<file path="config.mk">
export PLATFORM = sky130hd
export DESIGN_NAME = spgd_pulse_sequencer
export DESIGN_NICKNAME = d
export VERILOG_FILES = /design/src/rtl/spgd_seq_pkg.sv /design/src/rtl/spgd_window_acc.sv /design/src/rtl/spgd_pulse_sequencer.sv
export SDC_FILE = /design/constraint.sdc
export NUM_CORES = 1
export LEC_CHECK = 0
export ABC_AREA = 1
export CORE_MARGIN = 1.5
export CORE_UTILIZATION = 45
export DETAILED_ROUTE_END_ITERATION = 10
export PLACE_DENSITY = 0.66
export REMOVE_ABC_BUFFERS = 1
export SYNTH_ARGS = -nofsm -noshare
export SYNTH_HDL_FRONTEND = slang
export SYNTH_HIERARCHICAL = 1
export SYNTH_SLANG_ARGS = --single-unit
export TNS_END_PERCENT = 5
</file>
<file path="constraint.sdc">
create_clock -name clk -period 3.4 [get_ports clk]
set_input_delay 0.68 -clock clk [delete_from_list [all_inputs] [get_ports clk]]
set_output_delay 0.68 -clock clk [all_outputs]
set_load 0.02 [all_outputs]
</file>
<file path="src/rtl/spgd_seq_pkg.sv">
// Shared types and helpers for the SPGD pulse sequencer: state encoding, width helpers, saturating add.
// Optional alternate-sign perturbation order is selected with the SPGD_SEQ_ALT_SIGN_EN macro in the top.
package spgd_seq_pkg;

    typedef enum logic [2:0] {
        ST_IDLE     = 3'd0,
        ST_SETTLE_P = 3'd1,
        ST_MEAS_P   = 3'd2,
        ST_SETTLE_M = 3'd3,
        ST_MEAS_M   = 3'd4,
        ST_UPDATE   = 3'd5
    } state_e;

    localparam int unsigned DEF_DAC_WIDTH = 14;
    localparam int unsigned DEF_ADC_WIDTH = 14;

    function automatic int unsigned acc_width(input int unsigned adc_w, input int unsigned meas_log2);
        return adc_w + meas_log2;
    endfunction

    function automatic int unsigned grad_width(input int unsigned adc_w, input int unsigned meas_log2);
        return adc_w + meas_log2 + 1;
    endfunction

    // Adds two wide signed values and clamps to the range of a w-bit signed code.
    function automatic logic signed [63:0] sat_add(input logic signed [63:0] a,
                                                   input logic signed [63:0] b,
                                                   input int unsigned        w);
        logic signed [63:0] sum;
        logic signed [63:0] hi;
        logic signed [63:0] lo;
        sum = a + b;
        hi  = (64'sd1 <<< (w - 1)) - 64'sd1;
        lo  = -hi - 64'sd1;
        if (sum > hi) begin
            return hi;
        end
        if (sum < lo) begin
            return lo;
        end
        return sum;
    endfunction

endpackage

</file>
<file path="src/rtl/spgd_window_acc.sv">
// Signed window accumulator: synchronous clear, enable-gated accumulation of sign-extended samples.
module spgd_window_acc
    import spgd_seq_pkg::*;
#(
    parameter int unsigned IN_W  = DEF_ADC_WIDTH,
    parameter int unsigned ACC_W = DEF_ADC_WIDTH + 6
) (
    input  logic             clk,
    input  logic             rst,
    input  logic             clr,
    input  logic             en,
    input  logic [IN_W-1:0]  din,
    output logic [ACC_W-1:0] acc
);

    logic signed [ACC_W-1:0] acc_q;
    logic signed [ACC_W-1:0] acc_d;

    always_comb begin
        acc_d = acc_q;
        if (clr) begin
            acc_d = '0;
        end else if (en) begin
            acc_d = acc_q + ACC_W'(signed'(din));
        end
    end

    always_ff @(posedge clk) begin
        if (rst) begin
            acc_q <= '0;
        end else begin
            acc_q <= acc_d;
        end
    end

    assign acc = acc_q;

endmodule

</file>
<file path="src/rtl/spgd_pulse_sequencer.sv">
// One SPGD perturbation cycle per accepted trigger edge: +delta / -delta windows, then base update.
// Define SPGD_SEQ_ALT_SIGN_EN to alternate the perturbation order on every accepted trigger.
module spgd_pulse_sequencer
    import spgd_seq_pkg::*;
#(
    parameter int unsigned DAC_WIDTH     = DEF_DAC_WIDTH,
    parameter int unsigned ADC_WIDTH     = DEF_ADC_WIDTH,
    parameter int unsigned SETTLE_CYCLES = 64,
    parameter int unsigned MEAS_LOG2     = 6,
    parameter int unsigned GAIN_SHIFT    = 4
) (
    input  logic                                 clk,
    input  logic                                 rst,
    input  logic                                 s,
    input  logic                                 enable,
    input  logic [ADC_WIDTH-1:0]                 adc_in,
    input  logic [DAC_WIDTH-2:0]                 delta,
    output logic [DAC_WIDTH-1:0]                 dac_out,
    output logic [2:0]                           phase,
    output logic                                 busy,
    output logic                                 done,
    output logic [ADC_WIDTH+MEAS_LOG2:0]         grad
);

    localparam int unsigned ACC_W    = acc_width(ADC_WIDTH, MEAS_LOG2);
    localparam int unsigned GRAD_W   = grad_width(ADC_WIDTH, MEAS_LOG2);
    localparam int unsigned MEAS_LEN = 1 << MEAS_LOG2;
    localparam int unsigned MAX_LEN  = (SETTLE_CYCLES > MEAS_LEN) ? SETTLE_CYCLES : MEAS_LEN;
    localparam int unsigned CNT_W    = $clog2(MAX_LEN + 1);

    logic                     s_q1, s_q2, edge_q;
    state_e                   state_q, state_d;
    logic [CNT_W-1:0]         cnt_q, cnt_d;
    logic [DAC_WIDTH-2:0]     delta_q, delta_d;
    logic [DAC_WIDTH-1:0]     base_q, base_d;
    logic [DAC_WIDTH-1:0]     dac_q, dac_d;
    logic                     done_q, done_d;
    logic [GRAD_W-1:0]        grad_q, grad_d;

    logic                     clr_p, en_p, clr_m, en_m;
    logic [ACC_W-1:0]         acc_p, acc_m;
    logic signed [GRAD_W-1:0] diff, step;
    logic signed [63:0]       dext_d, dext_q;
    logic                     neg_first_d, neg_first_q;
    logic                     settle_last, meas_last;

`ifdef SPGD_SEQ_ALT_SIGN_EN
    logic tog_q, tog_d;
    logic sign_q, sign_d;
`endif

    spgd_window_acc #(.IN_W(ADC_WIDTH), .ACC_W(ACC_W)) u_acc_p (
        .clk(clk), .rst(rst), .clr(clr_p), .en(en_p), .din(adc_in), .acc(acc_p)
    );

    spgd_window_acc #(.IN_W(ADC_WIDTH), .ACC_W(ACC_W)) u_acc_m (
        .clk(clk), .rst(rst), .clr(clr_m), .en(en_m), .din(adc_in), .acc(acc_m)
    );

    always_comb begin
        state_d     = state_q;
        cnt_d       = cnt_q + 1'b1;
        delta_d     = delta_q;
        base_d      = base_q;
        grad_d      = grad_q;
        done_d      = (state_q == ST_UPDATE);
        clr_p       = 1'b0;
        en_p        = 1'b0;
        clr_m       = 1'b0;
        en_m        = 1'b0;
        settle_last = (cnt_q == CNT_W'(SETTLE_CYCLES - 1));
        meas_last   = (cnt_q == CNT_W'(MEAS_LEN - 1));
`ifdef SPGD_SEQ_ALT_SIGN_EN
        tog_d       = tog_q;
        sign_d      = sign_q;
`endif

        // The "P" window always measures the first perturbation; the sign flop says which one that was.
        diff = GRAD_W'(signed'(acc_p)) - GRAD_W'(signed'(acc_m));
`ifdef SPGD_SEQ_ALT_SIGN_EN
        if (sign_q) begin
            diff = -diff;
        end
`endif
        step = diff >>> (MEAS_LOG2 + GAIN_SHIFT);

        case (state_q)
            ST_IDLE: begin
                cnt_d = '0;
                if (edge_q && enable) begin
                    state_d = ST_SETTLE_P;
                    delta_d = delta;
`ifdef SPGD_SEQ_ALT_SIGN_EN
                    sign_d  = tog_q;
                    tog_d   = ~tog_q;
`endif
                end
            end
            ST_SETTLE_P: begin
                if (settle_last) begin
                    state_d = ST_MEAS_P;
                    cnt_d   = '0;
                    clr_p   = 1'b1;
                end
            end
            ST_MEAS_P: begin
                en_p = 1'b1;
                if (meas_last) begin
                    state_d = ST_SETTLE_M;
                    cnt_d   = '0;
                end
            end
            ST_SETTLE_M: begin
                if (settle_last) begin
                    state_d = ST_MEAS_M;
                    cnt_d   = '0;
                    clr_m   = 1'b1;
                end
            end
            ST_MEAS_M: begin
                en_m = 1'b1;
                if (meas_last) begin
                    state_d = ST_UPDATE;
                    cnt_d   = '0;
                end
            end
            ST_UPDATE: begin
                state_d = ST_IDLE;
                cnt_d   = '0;
                grad_d  = diff;
                base_d  = DAC_WIDTH'(sat_add(64'(signed'(base_q)), 64'(step), DAC_WIDTH));
            end
            default: begin
                state_d = ST_IDLE;
                cnt_d   = '0;
            end
        endcase

`ifdef SPGD_SEQ_ALT_SIGN_EN
        neg_first_d = sign_d;
        neg_first_q = sign_q;
`else
        neg_first_d = 1'b0;
        neg_first_q = 1'b0;
`endif
        dext_d = signed'(64'(delta_d));
        dext_q = signed'(64'(delta_q));

        // The DAC register follows the state being entered so the code changes with the state.
        dac_d = dac_q;
        case (state_d)
            ST_IDLE:     dac_d = base_d;
            ST_SETTLE_P: dac_d = DAC_WIDTH'(sat_add(64'(signed'(base_q)),
                                                    neg_first_d ? -dext_d : dext_d, DAC_WIDTH));
            ST_SETTLE_M: dac_d = DAC_WIDTH'(sat_add(64'(signed'(base_q)),
                                                    neg_first_q ? dext_q : -dext_q, DAC_WIDTH));
            default:     dac_d = dac_q;
        endcase
    end

    always_ff @(posedge clk) begin
        if (rst) begin
            s_q1    <= 1'b0;
            s_q2    <= 1'b0;
            edge_q  <= 1'b0;
            state_q <= ST_IDLE;
            cnt_q   <= '0;
            delta_q <= '0;
            base_q  <= '0;
            dac_q   <= '0;
            done_q  <= 1'b0;
            grad_q  <= '0;
`ifdef SPGD_SEQ_ALT_SIGN_EN
            tog_q   <= 1'b0;
            sign_q  <= 1'b0;
`endif
        end else begin
            s_q1    <= s;
            s_q2    <= s_q1;
            edge_q  <= s_q1 & ~s_q2;
            state_q <= state_d;
            cnt_q   <= cnt_d;
            delta_q <= delta_d;
            base_q  <= base_d;
            dac_q   <= dac_d;
            done_q  <= done_d;
            grad_q  <= grad_d;
`ifdef SPGD_SEQ_ALT_SIGN_EN
            tog_q   <= tog_d;
            sign_q  <= sign_d;
`endif
        end
    end

    assign dac_out = dac_q;
    assign phase   = state_q;
    assign busy    = (state_q != ST_IDLE);
    assign done    = done_q;
    assign grad    = grad_q;

endmodule
</file>
# ---- After elaboration in Yosys (flattened, before gate mapping)
# Index checks and enable logic that the tools add are counted.
dict set report totals {
  out_inout_bits 40
  register_bits 116
  elab_cells 88
}
dict set report classes {
  n_eq_ne 8
  addsub 8
  n_reduce_logical 9
  mux 42
  n_bitwise 3
  n_lt_le_gt_ge 6
}
# operator count
set ops {}
lappend ops {{14-bit two-way mux} 13}
lappend ops {{14-bit by 64-bit adder with 64-bit output} 1}
lappend ops {{64-bit by 14-bit > comparator with 1-bit output, second input constant} 1}
lappend ops {{64-bit by 14-bit less-than comparator with 1-bit output, second input constant} 1}
lappend ops {{13-bit negation with 64-bit output} 1}
lappend ops {{14-bit one-hot mux with 3 select lines} 1}
lappend ops {{20-bit by 14-bit adder with 20-bit output} 2}
lappend ops {{15-bit by 14-bit > comparator with 1-bit output, second input constant} 2}
lappend ops {{15-bit by 14-bit less-than comparator with 1-bit output, second input constant} 2}
lappend ops {{13-bit two-way mux} 2}
lappend ops {{20-bit by 20-bit subtractor with 21-bit output} 1}
lappend ops {{1-bit two-way mux} 20}
lappend ops {{14-bit by 11-bit adder with 15-bit output} 1}
lappend ops {{14-bit by 14-bit adder with 15-bit output} 1}
lappend ops {{3-bit two-way mux} 5}
lappend ops {{3-bit one-hot mux with 5 select lines} 1}
lappend ops {{3-bit by 2-bit == test with 1-bit output, second input constant} 3}
lappend ops {{7-bit by 1-bit adder with 7-bit output, second input constant} 1}
lappend ops {{7-bit by 6-bit == test with 1-bit output, second input constant} 1}
lappend ops {{3-bit by 1-bit == test with 1-bit output, second input constant} 2}
lappend ops {{3-bit == test, second input constant} 2}
lappend ops {{3-bit zero test} 2}
lappend ops {{3-bit nonzero test} 2}
lappend ops {{2-bit OR reduction} 2}
lappend ops {{other kinds (5)} 6}

# ---- Logic depth before layout (Yosys ltp)
# Gate-level depths: netlist (run 1).
dict set report depth {
  word_depth 12
  mapped_depth 27
}

# ---- Hierarchy
# The synthesis (run 1) kept the hierarchy.
# mod n_inst area_each_um2 cells_per_inst
set by_module_without_submodules {}
lappend by_module_without_submodules {spgd_pulse_sequencer 1 7672.4 1236}
lappend by_module_without_submodules {{spgd_window_acc (u_acc_m)} 1 1939.4 327}
lappend by_module_without_submodules {{spgd_window_acc (u_acc_p)} 1 1928.1 329}

# ---- Worst setup path before layout (run 1)
# No wires, ideal clock.
dict set report synth_timing {
  path_kind {flip-flop to flip-flop}
  start {reg u_acc_p.acc_q[0] (netlist: u_acc_p/acc[0])}
  end {reg dac_q[10] (netlist: dac_out[10])}
  stages_incl_launch_ff 28
  slack_ns -0.306
  n_path_buf 1
  arrival_time_ns 3.597
  required_time_ns 3.291
  path_cell_list {dfxtp_1 inv_1 ha_1 fa_1 o21ai_0 a21oi_1 inv_1 nand3_1 nand2_1 xor2_1 ha_1 inv_1 fa_1 inv_1 nand2_1 nand3_1 nand2_1 nand2_1 nand2_1 nand2_1 nand2_1 nand2_2 buf_2 nand2_1 nand3_1 nand3_1 nand2_1 inv_1}
}
dict set report synth_via {
  elab_chain_len 10
  elab_cells_between_ends 14
}
# element line_no
set synth_lines {}
lappend synth_lines {{from (decl)} spgd_window_acc.sv:16} ;# logic signed [ACC_W-1:0] acc_q;
lappend synth_lines {{from (signal assigned)} spgd_window_acc.sv:30} ;# acc_q <= '0;
lappend synth_lines {{from (signal assigned)} spgd_window_acc.sv:32} ;# acc_q <= acc_d;
lappend synth_lines {{20-bit by 20-bit subtractor with 21-bit output (*)} spgd_pulse_sequencer.sv:79} ;# diff = GRAD_W'(signed'(acc_p)) - GRAD_W'(signed'(acc_m));
lappend synth_lines {{via diff[10]} spgd_pulse_sequencer.sv:42} ;# logic signed [GRAD_W-1:0] diff, step;
lappend synth_lines {{14-bit by 11-bit adder with 15-bit output (*)} spgd_seq_pkg.sv:32} ;# sum = a + b;
lappend synth_lines {{15-bit by 14-bit less-than comparator with 1-bit output} spgd_seq_pkg.sv:38} ;# if (sum < lo) begin
lappend synth_lines {{1-bit two-way mux (2 in a row)} spgd_seq_pkg.sv:38}
lappend synth_lines {{1-bit two-way mux} spgd_pulse_sequencer.sv:87} ;# case (state_q)
lappend synth_lines {{14-bit two-way mux} spgd_seq_pkg.sv:41} ;# return sum;
lappend synth_lines {{14-bit two-way mux (*)} spgd_seq_pkg.sv:38}
lappend synth_lines {{14-bit two-way mux (*)} spgd_pulse_sequencer.sv:87}
lappend synth_lines {{14-bit one-hot mux with 3 select lines (*)} spgd_pulse_sequencer.sv:151} ;# case (state_d)
lappend synth_lines {{to (signal assigned)} spgd_pulse_sequencer.sv:170} ;# dac_q <= '0;
lappend synth_lines {{to (signal assigned)} spgd_pulse_sequencer.sv:185} ;# dac_q <= dac_d;
lappend synth_lines {{to (decl)} spgd_pulse_sequencer.sv:36} ;# logic [DAC_WIDTH-1:0] dac_q, dac_d;
# The timed path passes the listed nets; every way through them passes the cells marked *. The select of a mux whose other input is x is not followed.
# A chain may end at the register's enable or synchronous reset.

# ---- Worst setup path in the final report (run 1)
dict set report layout_timing {
  start {reg u_acc_m.acc_q[9] (netlist: u_acc_m/acc[9])}
  end {reg dac_q[10] (netlist: dac_out[10])}
}
dict set report layout_via {
  elab_chain_len 10
  elab_cells_between_ends 14
}
# element line_no
set layout_lines {}
lappend layout_lines {{from (decl)} spgd_window_acc.sv:16}
lappend layout_lines {{from (signal assigned)} spgd_window_acc.sv:30}
lappend layout_lines {{from (signal assigned)} spgd_window_acc.sv:32}
lappend layout_lines {{20-bit by 20-bit subtractor with 21-bit output (*)} spgd_pulse_sequencer.sv:79}
lappend layout_lines {{via diff[20]} spgd_pulse_sequencer.sv:42}
lappend layout_lines {{14-bit by 11-bit adder with 15-bit output (*)} spgd_seq_pkg.sv:32}
lappend layout_lines {{15-bit by 14-bit less-than comparator with 1-bit output} spgd_seq_pkg.sv:38}
lappend layout_lines {{1-bit two-way mux (2 in a row)} spgd_seq_pkg.sv:38}
lappend layout_lines {{1-bit two-way mux} spgd_pulse_sequencer.sv:87}
lappend layout_lines {{14-bit two-way mux} spgd_seq_pkg.sv:41}
lappend layout_lines {{14-bit two-way mux (*)} spgd_seq_pkg.sv:38}
lappend layout_lines {{14-bit two-way mux (*)} spgd_pulse_sequencer.sv:87}
lappend layout_lines {{14-bit one-hot mux with 3 select lines (*)} spgd_pulse_sequencer.sv:151}
# Marks and branches as above.

==> results of run 1 <==
==> through the flow <==
step | std cells | hold WS (ps) | TNS (ps) | cell area, um2 | utilization
floorplan | 1856 | 373 | -7120 | 11300 | -
global placement | 2495 | 376 | -10350 | 14300 | 0.567
detailed placement | 2495 | 404 | -11970 | 14300 | 0.567
CTS | 2541 | 409 | -5.87 | 15700 | 0.622
global route | 2547 | 408 | -3420 | 16300 | 0.647
finish | 2547 | 401 | -144 | 16300 | 0.647
==> cells in the mapped netlist, types with 4 or more instances <==
master / number / area, um2
sky130_fd_sc_hd__nand2_1: 506 / 1900
sky130_fd_sc_hd__inv_1: 274 / 1030
sky130_fd_sc_hd__nor2_1: 268 / 1010
sky130_fd_sc_hd__nand3_1: 138 / 691
sky130_fd_sc_hd__ha_1: 118 / 1480
sky130_fd_sc_hd__dfxtp_1: 116 / 2320
sky130_fd_sc_hd__a21oi_1: 99 / 495
sky130_fd_sc_hd__o21ai_0: 66 / 330
sky130_fd_sc_hd__xor2_1: 43 / 377
sky130_fd_sc_hd__nor2_2: 29 / 181
sky130_fd_sc_hd__o21bai_1: 23 / 173
sky130_fd_sc_hd__xnor2_1: 22 / 193
sky130_fd_sc_hd__nand4_1: 20 / 125
sky130_fd_sc_hd__nand2_2: 18 / 113
sky130_fd_sc_hd__clkbuf_1: 17 / 63.8
sky130_fd_sc_hd__a211oi_1: 15 / 113
sky130_fd_sc_hd__inv_2: 15 / 56.3
sky130_fd_sc_hd__or2_2: 12 / 75.1
sky130_fd_sc_hd__nor3_1: 10 / 50.1
sky130_fd_sc_hd__nand3_2: 8 / 80.1
sky130_fd_sc_hd__buf_2: 7 / 35.0
sky130_fd_sc_hd__and2_1: 6 / 37.5
sky130_fd_sc_hd__buf_6: 6 / 67.6
sky130_fd_sc_hd__fa_1: 6 / 120
sky130_fd_sc_hd__nand2_4: 4 / 45.0
sky130_fd_sc_hd__nor3_2: 4 / 40.0
==> layer usage <==
metal / vias up / share of wire
met5: - / 0
met3: 94 / 0.034
met4: 0 / 0.051
met1: 5909 / 0.41
li1: 6632 / -
met2: 325 / 0.51
==> power groups by stage <==
stage	clock, mW	combinational (mW)	sequential [mW]
6_report	1.92	0.686	1.37
5_1_grt	2.00	0.769	1.37
4_1_cts	1.94	0.676	1.37
3_5_place_dp	0	0.669	1.40
2_1_floorplan	0	0.410	1.40
3_3_place_gp	0	0.658	1.40
==> timing repair <==
item,CTS,global route
endpoints found under the setup margin,28,28
gates cloned,1,0
hold endpoints to repair,0,0
pin swaps,45,70
buffers inserted,13,6
resized for setup,135,147
==> area by class of cell <==
| class | instances | area (um2) | share of cell area |
|---|---|---|---|
| well taps | 330 | 413 | 0.0253 |
| flip-flops and latches | 116 | 2340 | 0.144 |
| clock inverters | 13 | 175 | 0.0107 |
| multi-input cells | 1450 | 9140 | 0.560 |
| clock buffers | 19 | 443 | 0.0272 |
| repair buffers | 328 | 2710 | 0.166 |
| inverters | 291 | 1090 | 0.0670 |
==> critical path, cell delays in order, from the launching register on <==
cell and delay [ps]:
sky130_fd_sc_hd__dfxtp_2 350, sky130_fd_sc_hd__inv_2 50, sky130_fd_sc_hd__ha_4 280, sky130_fd_sc_hd__buf_6 110, sky130_fd_sc_hd__inv_2 50, sky130_fd_sc_hd__o21ai_2 110
sky130_fd_sc_hd__inv_2 50, sky130_fd_sc_hd__o21a_1 210, sky130_fd_sc_hd__nand2_2 90, sky130_fd_sc_hd__nand2_1 70, sky130_fd_sc_hd__nand3_2 90, sky130_fd_sc_hd__xor2_1 140
sky130_fd_sc_hd__buf_4 200, sky130_fd_sc_hd__ha_4 240, sky130_fd_sc_hd__nand2_4 80, sky130_fd_sc_hd__inv_1 60, sky130_fd_sc_hd__nand2_2 70, sky130_fd_sc_hd__nand2_2 60
sky130_fd_sc_hd__a21oi_4 180, sky130_fd_sc_hd__nand3_2 110, sky130_fd_sc_hd__nand2_4 130, sky130_fd_sc_hd__nand2_8 90, sky130_fd_sc_hd__nand2_8 150, sky130_fd_sc_hd__nand2_1 90
sky130_fd_sc_hd__nand3_1 80, sky130_fd_sc_hd__nand3_1 90, sky130_fd_sc_hd__nand2_1 60, sky130_fd_sc_hd__inv_1 30
==> kinds of logic (layout without fill, tap and decap cells) <==
kind of cell | after synthesis | in the layout | share of synthesized area
AO/OA/AOI/OAI | 226 | 226 | 0.114
XOR/XNOR | 65 | 65 | 0.0493
adder cells (fa/ha/maj) | 124 | 124 | 0.138
buffers and inverters | 327 | 651 | 0.113
flip-flops | 116 | 116 | 0.201
AND/OR/NAND/NOR | 1034 | 1035 | 0.385
==> layout by cell type (no fill, tap or decap), types with 5 or more instances in the layout <==
cell                                n
sky130_fd_sc_hd__xnor2_1           21
sky130_fd_sc_hd__ha_1              85
sky130_fd_sc_hd__dfxtp_2           15
sky130_fd_sc_hd__xor2_1            38
sky130_fd_sc_hd__xor2_4             5
sky130_fd_sc_hd__a211oi_1          13
sky130_fd_sc_hd__nor2_4             7
sky130_fd_sc_hd__nor2_2            31
sky130_fd_sc_hd__o21bai_1          23
sky130_fd_sc_hd__inv_2             33
sky130_fd_sc_hd__buf_4            249
sky130_fd_sc_hd__ha_4              30
sky130_fd_sc_hd__nand3_2           24
sky130_fd_sc_hd__nand4_1           20
sky130_fd_sc_hd__o21ai_4            6
sky130_fd_sc_hd__nor2_1           262
sky130_fd_sc_hd__a21oi_2           15
sky130_fd_sc_hd__nor3_2             5
sky130_fd_sc_hd__nand2_4           20
sky130_fd_sc_hd__o21ai_2            5
sky130_fd_sc_hd__clkdlybuf4s50_1   69
sky130_fd_sc_hd__and2_1             5
sky130_fd_sc_hd__dfxtp_1          101
sky130_fd_sc_hd__or2_2             12
sky130_fd_sc_hd__nand2_1          436
sky130_fd_sc_hd__nand2_2           70
sky130_fd_sc_hd__clkbuf_16         17
sky130_fd_sc_hd__a21oi_1           76
sky130_fd_sc_hd__o21ai_1           10
sky130_fd_sc_hd__nor3_1             7
sky130_fd_sc_hd__o21ai_0           51
sky130_fd_sc_hd__inv_1            256
sky130_fd_sc_hd__clkinv_4           5
sky130_fd_sc_hd__nand3_1          120
sky130_fd_sc_hd__a21oi_4           10
==> flip-flops by register name (all words and copies together) (netlist names) <==
| signal | cells |
|---|---|
| base_q | 14 |
| cnt_q | 7 |
| dac_out | 14 |
| delta_q | 13 |
| done | 1 |
| edge_q | 1 |
| grad | 21 |
| phase | 3 |
| s_q1 | 1 |
| s_q2 | 1 |
| u_acc_m/acc | 20 |
| u_acc_p/acc | 20 |
==> worst paths after layout <==
path,startpoint,cells after the start,slack (ps),endpoint
setup / recovery,u_acc_m/acc[9],27,-50,dac_out[10]
hold / removal,s_q2,1,400,edge_q
setup reg to reg,u_acc_m/acc[9],27,-50,dac_out[10]
hold reg to reg,s_q2,1,400,edge_q
==> reports/results.md, run 1 <==
| Group | Item | Reported |
|---|---|---|
| timing | Clk_skew | 11.8 ps |
| timing | Period minus WS final | 3450 ps |
| drt | Routed length per instance | 15.0 um |
| power | Part of the power in the clock network | 0.483 |
| yosys | Combined area of all synthesized cells | 11500 um2 |
| timing | Measured slew at the worst slew-check pin | 824 ps |
| drt | DRT Pass-1 Iters | 5 |
| clock network | Number of buffers added to fix hold violations after cts | 0 |
| global routing | Total global routing overflow | 0 |
| place | Count of input and output buffers | 70 |
| global routing | Initial antenna violation count | 0 |
| drt | Total wire length after detailed routing | 38200 um |
| clock network | Clock network latency to the later pin of the worst-skew pair | 430 ps |
| timing | Final setup violation count | 10 |
| critical path | Type of element capturing the critical path | flop |
| place | HPWL after DPL | 29600 um |
| place | Place WS | -515 ps |
| floorplanning | Boundary pin count | 71 |
| yosys | Share of synthesized area occupied by flip-flops and latches | 0.201 |
| global routing | Met1 routing resource usage after global routing | 0.321 |
| power | Net switching power | 1.14 mW |
| floorplanning | Core area | 25200 um2 |
| clock network | Clock Sinks | 116 |
| yosys | Count of yosys warnings during synthesis | 6 |
| power | Post-route total power | 3.98 mW |
| critical path | Worst-path maximum fanout | 7 |
| final layout | Fraction of layout instances using a drive strength above 1 | 0.271 |
| drt | Number of DRC violations after detailed routing | 0 |
| clock network | Clock-pin slew on the worst setup and hold paths | 60 ps |
| global routing | First-pass GRT wire length | 60300 um |
| power | Power per unit of standard cell area | 244 nW/um2 |
| power | Largest vdd supply drop | 0.000322 V |
| timing | Final period utilization | 1.02 |
| timing | Top achievable clock speed | 289 MHz |
| final layout | Layout overhead on the synthesized area | 41.3% |
| drt | Drt via density | 5.09 |
| final layout | Layout Nets | 2359 |
| yosys | Number of synthesized flops with an enable pin | 0 |
| power | Seq pwr share | 0.344 |
| yosys | Number of register bits inferred by synthesis | 116 |
| global routing | GR Util met2 | 0.527 |
| global routing | Maximum number of pins on one net before global-route repair | 46 |
| floorplanning | Initial cell density of the core | 0.458 |
| floorplanning | Die outline width | 163 um |
| clock network | Total clock buffers created by CTS | 17 |
| clock network | Number of H-tree branching levels | 4 |
| final layout | Filler cell count in the final layout | 2194 |
| global routing | Number of global-route vias before repair | 12614 |
| drt | DR vias | 12960 |
| global routing | Most crowded layer after global routing | met2 |
| timing | Slew HR | 0.450 |
| power | Combinational power share | 0.173 |
| critical path | Data required time of the critical path | 3730 ps |
| critical path | Kind of start point of the critical path | flop |
| power | Net switching share of the total power | 0.286 |
| global routing | Global router's overall resource usage | 0.286 |
| floorplanning | Area of the die | 26600 um2 |
| timing | Final Hold Fails | 0 |
| drt | First DRT Iteration DRCs | 868 |
| yosys | Gate Count Post-Synth | 1892 |
| power | P_leak | 8.55 nW |
| final layout | Inserted Diodes | 0 |
| yosys | Average instance area after synthesis | 6.10 um2 |
| yosys | Commonest register cell after synthesis | sky130_fd_sc_hd__dfxtp_1 |
| power | Power Internal | 2.84 mW |
| outcome | Failing checks | setup timing |
| place | Global placer's final weighted congestion | 0.968 |
| global routing | Met3 capacity usage during global routing | 0.0343 |
| floorplanning | Total number of placement rows | 58 |
| drt | Antenna-violating nets left | 0 |
| floorplanning | Vertical die dimension | 163 um |
| clock network | CTS tree | built |
| yosys | Number of unique standard cell types used by synthesis | 48 |
| clock network | Clock root buffer | sky130_fd_sc_hd__clkbuf_16 |
| timing | Unrepaired setup endpoints after global routing | yes |
| hold path | Hold crit path type | flop to flop |
| critical path | Critical path type | flop to flop |
| yosys | Post-synth ARST share | 0 |
| timing | Final number of max-transition violations | 0 |
| critical path | Arrival time worst endpoint | 3780 ps |
| outcome | Run status | finished, violations left |
| timing | Worst Slack Setup Final | -54.8 ps |
| run | Max capacitance violation total | 0 |
| clock network | Clk buf depth | 2 |
Power figures use the tool's default switching activity.
==> run 2: changes to the inputs <==
--- a/config.mk
+++ b/config.mk
@@ -5,7 +5,7 @@
 export SDC_FILE = /design/constraint.sdc
 export NUM_CORES = 1
 export LEC_CHECK = 0
-export ABC_AREA = 1
+export ABC_AREA = 0
 export CORE_MARGIN = 1.5
 export CORE_UTILIZATION = 45
 export DETAILED_ROUTE_END_ITERATION = 10
@@ -13,6 +13,5 @@
 export REMOVE_ABC_BUFFERS = 1
 export SYNTH_ARGS = -nofsm -noshare
 export SYNTH_HDL_FRONTEND = slang
-export SYNTH_HIERARCHICAL = 1
 export SYNTH_SLANG_ARGS = --single-unit
 export TNS_END_PERCENT = 5
==> run 2 against run 1 <==
The flow still finishes with violations (setup timing). Wire length decreased by 20%. Synthesized area decreased by 14%. Cell count decreased by 26%. Clock skew decreased by 1.3 ps. Die area decreased by 14%. Register-to-register slack got worse by 1100 ps. Synthesized cell count decreased by 33%. Critical path type unchanged. Highest routed layer is now met5.
==> reports/results.md, run 2 <==
| Group | Item | Reported | vs previous |
|---|---|---|---|
| outcome | Run status | finished, violations left |  |
| outcome | Failing checks | setup timing |  |
| final layout | Layout Nets | 1751 | -26% |
| power | Largest vdd supply drop | 0.000271 V | -16% |
| global routing | First-pass GRT wire length | 48500 um | -20% |
| global routing | Maximum number of pins on one net before global-route repair | 42 | -8.7% |
| clock network | Total clock buffers created by CTS | 17 | unchanged |
| clock network | Clock root buffer | sky130_fd_sc_hd__clkbuf_16 |  |
| drt | Antenna-violating nets left | 0 | unchanged |
| run | Max capacitance violation total | 0 | unchanged |
| yosys | Synth area leader | sky130_fd_sc_hd__dfxtp_1 |  |
| floorplanning | Total number of placement rows | 54 | -6.9% |
| floorplanning | Boundary pin count | 71 | unchanged |
| drt | DRT Pass-1 Iters | 5 | unchanged |
| clock network | Clock-pin slew on the worst setup and hold paths | 60 ps | about the same |
| global routing | Global router's overall resource usage | 0.267 | -0.0186 |
| timing | Unrepaired setup endpoints after global routing | yes |  |
| drt | Drt via density | 5.55 | +9.1% |
| yosys | Average instance area after synthesis | 7.86 um2 | +29% |
| hold path | Hold crit path type | flop to flop |  |
| yosys | Share of synthesized area occupied by flip-flops and latches | 0.234 | +0.0332 |
| drt | DR vias | 10500 | -19% |
| yosys | Compound-Gate Fraction of Synth Area | 0.277 | +0.164 |
| floorplanning | Die outline width | 151 um | -7.2% |
| drt | Routed length per instance | 16.1 um | +7.5% |
| clock network | Number of H-tree branching levels | 4 | unchanged |
| floorplanning | Initial cell density of the core | 0.457 | -0.00153 |
| yosys | Area share of xor/xnor cells in the synthesized design | 0.0634 | +0.0141 |
| drt | Number of DRC violations after detailed routing | 0 | unchanged |
| timing | Final period utilization | 1.33 | +0.310 |
| final layout | Commonest non-fill, non-tap cells in the layout | sky130_fd_sc_hd__buf_4 (283), sky130_fd_sc_hd__nand2_1 (126), sky130_fd_sc_hd__a21oi_1 (118) |  |
| timing | Period minus WS final | 4510 ps | +1050 ps |
| place | HPWL after DPL | 23300 um | -21% |
| yosys | Number of synthesized flops with an enable pin | 0 | unchanged |
| yosys | Count of yosys warnings during synthesis | 0 | -6 |
| final layout | Max FFs per register | 21 | unchanged |
| power | Power per unit of standard cell area | 268 nW/um2 | +9.8% |
| yosys | Top area cells in the synthesized netlist | sky130_fd_sc_hd__dfxtp_1 (23%), sky130_fd_sc_hd__ha_1 (15%), sky130_fd_sc_hd__a21oi_1 (6.3%) |  |
| yosys | Commonest register cell after synthesis | sky130_fd_sc_hd__dfxtp_1 |  |
| yosys | Combined area of all synthesized cells | 9910 um2 | -14% |
| global routing | Total global routing overflow | 0 | unchanged |
| place | Global placer's final weighted congestion | 0.916 | -5.3% |
| timing | Worst Slack Setup Final | -1110 ps | -1050 ps |
| clock network | Clock network latency to the later pin of the worst-skew pair | 430 ps | about the same |
| timing | Smallest hold slack | 384 ps | -16.9 ps |
| timing | Final setup violation count | 28 | +18 |
| clock network | Number of buffers added to fix hold violations after cts | 0 | unchanged |
| timing | Final number of max-transition violations | 0 | unchanged |
| timing | Slew HR | 0.0351 | -0.415 |
| clock network | Clock Sinks | 116 | unchanged |
| critical path | Critical path type | flop to flop |  |
| critical path | Kind of start point of the critical path | flop |  |
| critical path | Cell Chain, Critical Path | inv_2 -> ha_4 -> inv_2 -> fa_2 -> a21o_1 -> a21oi_2 -> o21ai_2 -> a31oi_1 -> buf_4 -> o31ai_4 -> a31oi_2 -> o211ai_1 -> nand2_2 -> buf_6 -> ha_4 -> and3_4 -> a311o_1 -> nor2_4 -> xor2_4 -> o31ai_4 -> buf_6 -> a21oi_4 -> a311oi_1 |  |
| yosys | Leading cell types by count after synthesis | sky130_fd_sc_hd__nand2_1 (127), sky130_fd_sc_hd__a21oi_1 (125), sky130_fd_sc_hd__dfxtp_1 (116), sky130_fd_sc_hd__ha_1 (116), sky130_fd_sc_hd__nor2_1 (100) |  |
| drt | First DRT Iteration DRCs | 557 | -36% |
| critical path | Worst-path maximum fanout | 4 | -3 |
| place | Count of input and output buffers | 70 | unchanged |
| timing | Final total negative setup slack | -25450 ps | -25310 ps |
| critical path | Critical-path top delay cell | sky130_fd_sc_hd__a311o_1 |  |
| yosys | Gate Count Post-Synth | 1261 | -33% |
| critical path | Data required time of the critical path | 3720 ps | about the same |
| yosys | Post-synth ARST share | 0 | unchanged |
| critical path | Arrival time worst endpoint | 4830 ps | +1050 ps |
| final layout | Inserted Diodes | 0 | unchanged |
| yosys | Dominant combinational cell family by area after synthesis | compound AO/OA/AOI/OAI gates |  |
| place | Place WS | -1270 ps | -757 ps |
| power | P_leak | 6.32 nW | -26% |
| global routing | Initial antenna violation count | 1 | +1 |
| clock network | Clk buf depth | 2 | unchanged |
| critical path | Type of element capturing the critical path | flop |  |
| floorplanning | Core area | 21700 um2 | -14% |
| yosys | Mux share of post-synthesis cell area | 0.00720 | +0.00720 |
| timing | Clk_skew | 10.5 ps | -1.34 ps |
| timing | Final Hold Fails | 0 | unchanged |
| timing | Measured slew at the worst slew-check pin | 1440 ps | +619 ps |
| yosys | Synth top area share | 0.234 | +0.0332 |
| power | Post-route total power | 3.76 mW | -5.6% |
| yosys | Number of unique standard cell types used by synthesis | 86 | +79% |
| floorplanning | Area of the die | 22900 um2 | -14% |
| final layout | Fraction of layout instances using a drive strength above 1 | 0.260 | -0.0110 |
| floorplanning | Vertical die dimension | 151 um | -7.2% |
| timing | Top achievable clock speed | 222 MHz | -23% |
| drt | Total wire length after detailed routing | 30500 um | -20% |
| final layout | Layout overhead on the synthesized area | 41.6% |  |
| final layout | Commonest non-fill, non-tap cell in the layout | sky130_fd_sc_hd__buf_4 |  |
| clock network | CTS tree | built |  |
| yosys | Count leader, synth | sky130_fd_sc_hd__nand2_1 |  |
| hold path | Source of the worst hold timing path | s_q2 |  |
| critical path | Worst r2r src | u_acc_p.acc[0] |  |
| yosys | Simple-gate area share of the yosys netlist | 0.212 | -0.173 |
| critical path | Stage delay of the slowest cell on the critical path | 360 ps | about the same |
| critical path | Crit. Startpoint | u_acc_p.acc[0] |  |
| global routing | Number of global-route vias before repair | 10261 | -19% |
| yosys | Number of register bits inferred by synthesis | 116 | unchanged |
| yosys | Adder and majority gate portion of the synthesized area | 0.164 | +0.0255 |
==> run 2: metrics by stage <==
| stage | cells | util | cell area (um2) |
|---|---|---|---|
| 5_1_grt | 1891 | 0.647 | 14000 |
| 3_3_place_gp | 1848 | 0.594 | 12900 |
| 3_5_place_dp | 1848 | 0.594 | 12900 |
| 6_report | 1891 | 0.647 | 14000 |
| 2_1_floorplan | 1220 | - | 9740 |
| 4_1_cts | 1887 | 0.637 | 13800 |
==> run 2: final timing paths <==
kind	end	slack, ps	cells past startpoint
max	dac_out[9]	-1110	23
max reg2reg	dac_out[9]	-1110	23
min reg2reg	edge_q	380	1
min	edge_q	380	1
==> run 2: routing by layer <==
layer	wire length (um)	GRT usage	vias to the layer above
li1	-	-	5290
met1	13200	0.317	4878
met2	15200	0.481	265
met3	1360	0.0479	65
met4	730	0.0888	2
met5	13	0	-
==> run 2: kinds of logic (layout without fill, tap and decap cells) <==
group	after synthesis	count (layout)
adder cells (fa/ha/maj)	127	127
AND/OR/NAND/NOR	421	421
flip-flops	116	116
buffers and inverters	108	458
multiplexers	7	7
AO/OA/AOI/OAI	412	412
XOR/XNOR	70	70
==> run 2: final cells by class <==
| type | instances | area [um2] |
|---|---|---|
| Multi-Input combinational cell | 1037 | 7580 |
| Inverter | 67 | 251 |
| Sequential cell | 116 | 2320 |
| Tap cell | 280 | 350 |
| Fill cell | 1820 | 7660 |
| Clock buffer | 20 | 457 |
| Timing Repair Buffer | 359 | 2910 |
| Clock inverter | 12 | 154 |
==> run 2: what timing repair did <==
action / CTS / global route
endpoints found under the setup margin: 28 / 28
buffers inserted: 7 / 5
pin swaps: 31 / 38
gates resized for setup: 52 / 35
==> run 2: critical path, delay by kind of cell (launching register included) <==
| kind | cells | cell delay, ps |
|---|---|---|
| and+or+nand+nor | 3 | 590 |
| DFF | 1 | 320 |
| buffers and inverters | 5 | 550 |
| xor gates and xnor gates | 1 | 140 |
| adders and majority gates | 3 | 660 |
| AOI/OAI and AO/OA | 11 | 2120 |
==> run 2: where the power goes <==
group	switching [mW]	total (mW)	internal, mW
clock network	0.700	1.89	1.19
registers	0.00188	1.37	1.37
logic	0.249	0.497	0.249
total	0.951	3.76	2.80
==> run 3: changes to the inputs <==
--- a/config.mk
+++ b/config.mk
@@ -8,9 +8,11 @@
 export ABC_AREA = 0
 export CORE_MARGIN = 1.5
 export CORE_UTILIZATION = 45
+export CTS_CLUSTER_DIAMETER = 40
 export DETAILED_ROUTE_END_ITERATION = 10
 export PLACE_DENSITY = 0.66
 export REMOVE_ABC_BUFFERS = 1
+export SLEW_MARGIN = 25
 export SYNTH_ARGS = -nofsm -noshare
 export SYNTH_HDL_FRONTEND = slang
 export SYNTH_SLANG_ARGS = --single-unit
==> run 3 against run 2 <==
The flow still finishes with violations (setup timing). Total power up 0.15%. Via count increased by 0.49%. Critical path depth increased by 1. Utilization up 0.17 points. Die area unchanged. Highest routed layer is now met4.
==> reports/results.md, run 3 (synthesis results as in run 2) <==
| Group | Item | Reported | vs previous |
|---|---|---|---|
| global routing | Global router's overall resource usage | 0.268 | +0.00109 |
| outcome | Run status | finished, violations left |  |
| place | Total cell area at the placement stage | 12900 um2 | about the same |
| power | Power per unit of standard cell area | 267 nW/um2 | -0.11% |
| drt | Number of DRC violations after detailed routing | 0 | unchanged |
| clock network | Number of buffers added to fix hold violations after cts | 0 | unchanged |
| hold path | Hold crit path type | flop to flop |  |
| timing | Slew HR | 0.469 | +0.434 |
| floorplanning | Boundary pin count | 71 | unchanged |
| final layout | Commonest non-fill, non-tap cell in the layout | sky130_fd_sc_hd__buf_4 |  |
| timing | Final period utilization | 1.31 | -0.0147 |
| critical path | Endpoint of the worst register-to-register path | dac_out[0] |  |
| final layout | Fraction of layout instances using a drive strength above 1 | 0.261 | +0.000459 |
| outcome | Failing checks | setup timing |  |
| clock network | Total clock buffers created by CTS | 17 | unchanged |
| timing | Unrepaired setup endpoints after global routing | yes |  |
| global routing | Total global routing overflow | 0 | unchanged |
| floorplanning | Vertical die dimension | 151 um | unchanged |
| critical path | Kind of start point of the critical path | flop |  |
| critical path | Most frequent CP cell | sky130_fd_sc_hd__buf_4 |  |
| power | Net switching power | 0.937 mW | -1.5% |
| power | P_leak | 6.31 nW | about the same |
| critical path | Worst r2r src | u_acc_p.acc[0] |  |
| critical path | R2R Setup Slk | -1060 ps | +50 ps |
| global routing | Maximum number of pins on one net before global-route repair | 42 | unchanged |
| critical path | Critical-path top delay cell | sky130_fd_sc_hd__a311o_1 |  |
| timing | Measured slew at the worst slew-check pin | 796 ps | -647 ps |
| timing | Clk_skew | 11.2 ps | +0.685 ps |
| power | Combinational power share | 0.133 | about the same |
| power | Part of the power in the clock network | 0.503 | about the same |
| critical path | Stage delay of the slowest cell on the critical path | 380 ps | +20 ps |
| critical path | Crit path capture | dac_out[0] |  |
| final layout | Area of all placed cells without fillers | 14100 um2 | +0.26% |
| clock network | Clock Sinks | 116 | unchanged |
| place | Count of input and output buffers | 70 | unchanged |
| final layout | Layout Nets | 1752 | +0.057% |
| critical path | Type of element capturing the critical path | flop |  |
| critical path | Worst-path maximum fanout | 5 | +1 |
| final layout | Inserted Diodes | 0 | unchanged |
| final layout | Core occupancy in the finished layout | 0.648 | +0.00167 |
| final layout | Layout overhead on the synthesized area | 42.0% |  |
| clock network | Clk buf depth | 2 | unchanged |
| place | Place WS | -1260 ps | +7.95 ps |
| drt | Total wire length after detailed routing | 30600 um | +0.57% |
| floorplanning | Area of the die | 22900 um2 | unchanged |
| place | Global placer's final weighted congestion | 0.916 | unchanged |
| critical path | Critical path type | flop to flop |  |
| clock network | Clock root buffer | sky130_fd_sc_hd__clkbuf_16 |  |
| power | Largest vdd supply drop | 0.000349 V | +29% |
| power | Seq pwr share | 0.364 | about the same |
| global routing | Number of global-route vias before repair | 10218 | -0.42% |
| global routing | First-pass GRT wire length | 48600 um | +0.28% |
| power | Net switching share of the total power | 0.249 | -0.00421 |
| global routing | Initial antenna violation count | 0 | -1 |
| drt | Antenna-violating nets left | 0 | unchanged |
| critical path | Cell Chain, Critical Path | inv_2 -> ha_4 -> inv_2 -> fa_2 -> a21o_1 -> a21oi_2 -> o21ai_2 -> a31oi_1 -> buf_4 -> o31ai_4 -> a31oi_2 -> buf_4 -> buf_4 -> buf_6 -> xnor2_2 -> ha_1 -> a21o_1 -> a311o_1 -> nor2_4 -> buf_12 -> xnor2_4 -> maj3_2 -> a221oi_2 -> o22ai_1 |  |
| floorplanning | Total number of placement rows | 54 | unchanged |
| critical path | Crit. Startpoint | u_acc_p.acc[0] |  |
| final layout | Max FFs per register | 21 | unchanged |
| timing | Worst Slack Setup Final | -1060 ps | +49.8 ps |
| timing | Final Hold Fails | 0 | unchanged |
| run | Max capacitance violation total | 0 | unchanged |
| drt | Routed length per instance | 16.2 um | +0.52% |
| critical path | Worst-case reg-to-reg path depth | 24 | +4.3% |
| place | HPWL after DPL | 23300 um | -0.11% |
| final layout | Commonest non-fill, non-tap cells in the layout | sky130_fd_sc_hd__buf_4 (282), sky130_fd_sc_hd__nand2_1 (126), sky130_fd_sc_hd__a21oi_1 (118) |  |
| drt | Drt via density | 5.58 | +0.43% |
| drt | First DRT Iteration DRCs | 663 | +19% |
| timing | Top achievable clock speed | 224 MHz | +1.1% |
| floorplanning | Initial cell density of the core | 0.457 | unchanged |
| drt | DRT Pass-1 Iters | 5 | unchanged |
| floorplanning | Core area | 21700 um2 | unchanged |
| clock network | Number of H-tree branching levels | 4 | unchanged |
| clock network | Clock network latency to the later pin of the worst-skew pair | 430 ps | about the same |
| critical path | Data required time of the critical path | 3690 ps | -30 ps |
| timing | Final number of max-transition violations | 0 | unchanged |
| power | Power Internal | 2.82 mW | +0.71% |
| clock network | CTS tree | built |  |
| timing | Period minus WS final | 4460 ps | -49.8 ps |
| critical path | Arrival time worst endpoint | 4750 ps | -80 ps |
| floorplanning | Die outline width | 151 um | unchanged |
| timing | Final setup violation count | 28 | unchanged |
| drt | DR vias | 10551 | +0.49% |
| clock network | Clock-pin slew on the worst setup and hold paths | 60 ps | about the same |
==> run 3: changes by cell type in the layout (fill, tap and decap cells not counted), sizes merged <==
| cell | delta |
|---|---|
| clkinvlp | -1 |
| xnor2 | +1 |
| clkinv | -2 |
| inv | -1 |
| clkbuf | +4 |
==> run 3: how the worst min path moves through the flow <==
| stage | depth (start not counted) | endpoint | slack [ps] | from |
|---|---|---|---|---|
| CTS | 1 | edge_q | 390 | s_q2 |
| global route | 1 | edge_q | 410 | s_q2 |
| detailed placement | 1 | edge_q | 380 | s_q2 |
| global placement | 1 | edge_q | 370 | s_q2 |
| floorplan | 1 | edge_q | 370 | s_q2 |
| finish | 1 | edge_q | 380 | s_q2 |
==> run 3: worst max-delay path: cells and delay by family (launching register included) <==
| kind | cells | cell delay, ps |
|---|---|---|
| flip-flops | 1 | 320 |
| AND/OR/NAND/NOR | 1 | 220 |
| AO/OA/AOI/OAI | 10 | 1780 |
| XOR/XNOR | 2 | 190 |
| buffers and inverters | 7 | 730 |
| adder cells (fa/ha/maj) | 4 | 1080 |
==> run 3: per-stage QoR <==
step                setup TNS (ps)  power [mW]  std cells  hold slack, ps
floorplan                   -24160        1.67       1220             367
global placement            -28050        1.87       1848             373
detailed placement          -31400        1.88       1848             384
CTS                         -25700        3.76       1890             392
global route                -31060        3.88       1892             412
finish                      -24750        3.76       1892             384
==> run 3: cell type report <==
type,count,area (um2)
clock inverter,8,124
fill,1815,7620
timing repair buffer,359,2920
tap,280,350
clock buffer,24,482
multi-input combinational,1038,7610
sequential,116,2320
inverter,67,251
==> run 3: power groups by stage <==
stage / Clock, mW / Sequential (mW) / Combinational, mW
6_report: 1.89 / 1.37 / 0.501
4_1_cts: 1.90 / 1.37 / 0.490
3_3_place_gp: 0 / 1.40 / 0.469
3_5_place_dp: 0 / 1.40 / 0.482
5_1_grt: 1.96 / 1.37 / 0.552
2_1_floorplan: 0 / 1.40 / 0.270
==> run 3: layer usage <==
| metal | share of wire | GRT usage | up-vias | wire length (um) |
|---|---|---|---|---|
| met4 | 0.032 | 0.109 | 0 | 975 |
| met3 | 0.046 | 0.0410 | 74 | 1410 |
| met1 | 0.44 | 0.318 | 4888 | 13300 |
| li1 | - | - | 5289 | - |
| met5 | 0 | 0 | - | 0 |
| met2 | 0.49 | 0.479 | 300 | 14900 |
==> run 3: timing repair <==
| action | in CTS | in global routing |
|---|---|---|
| gates cloned | 1 | 0 |
| setup buffers | 9 | 2 |
| setup endpoints to repair | 28 | 28 |
| gates resized for setup | 63 | 27 |
| pin swaps | 34 | 18 |
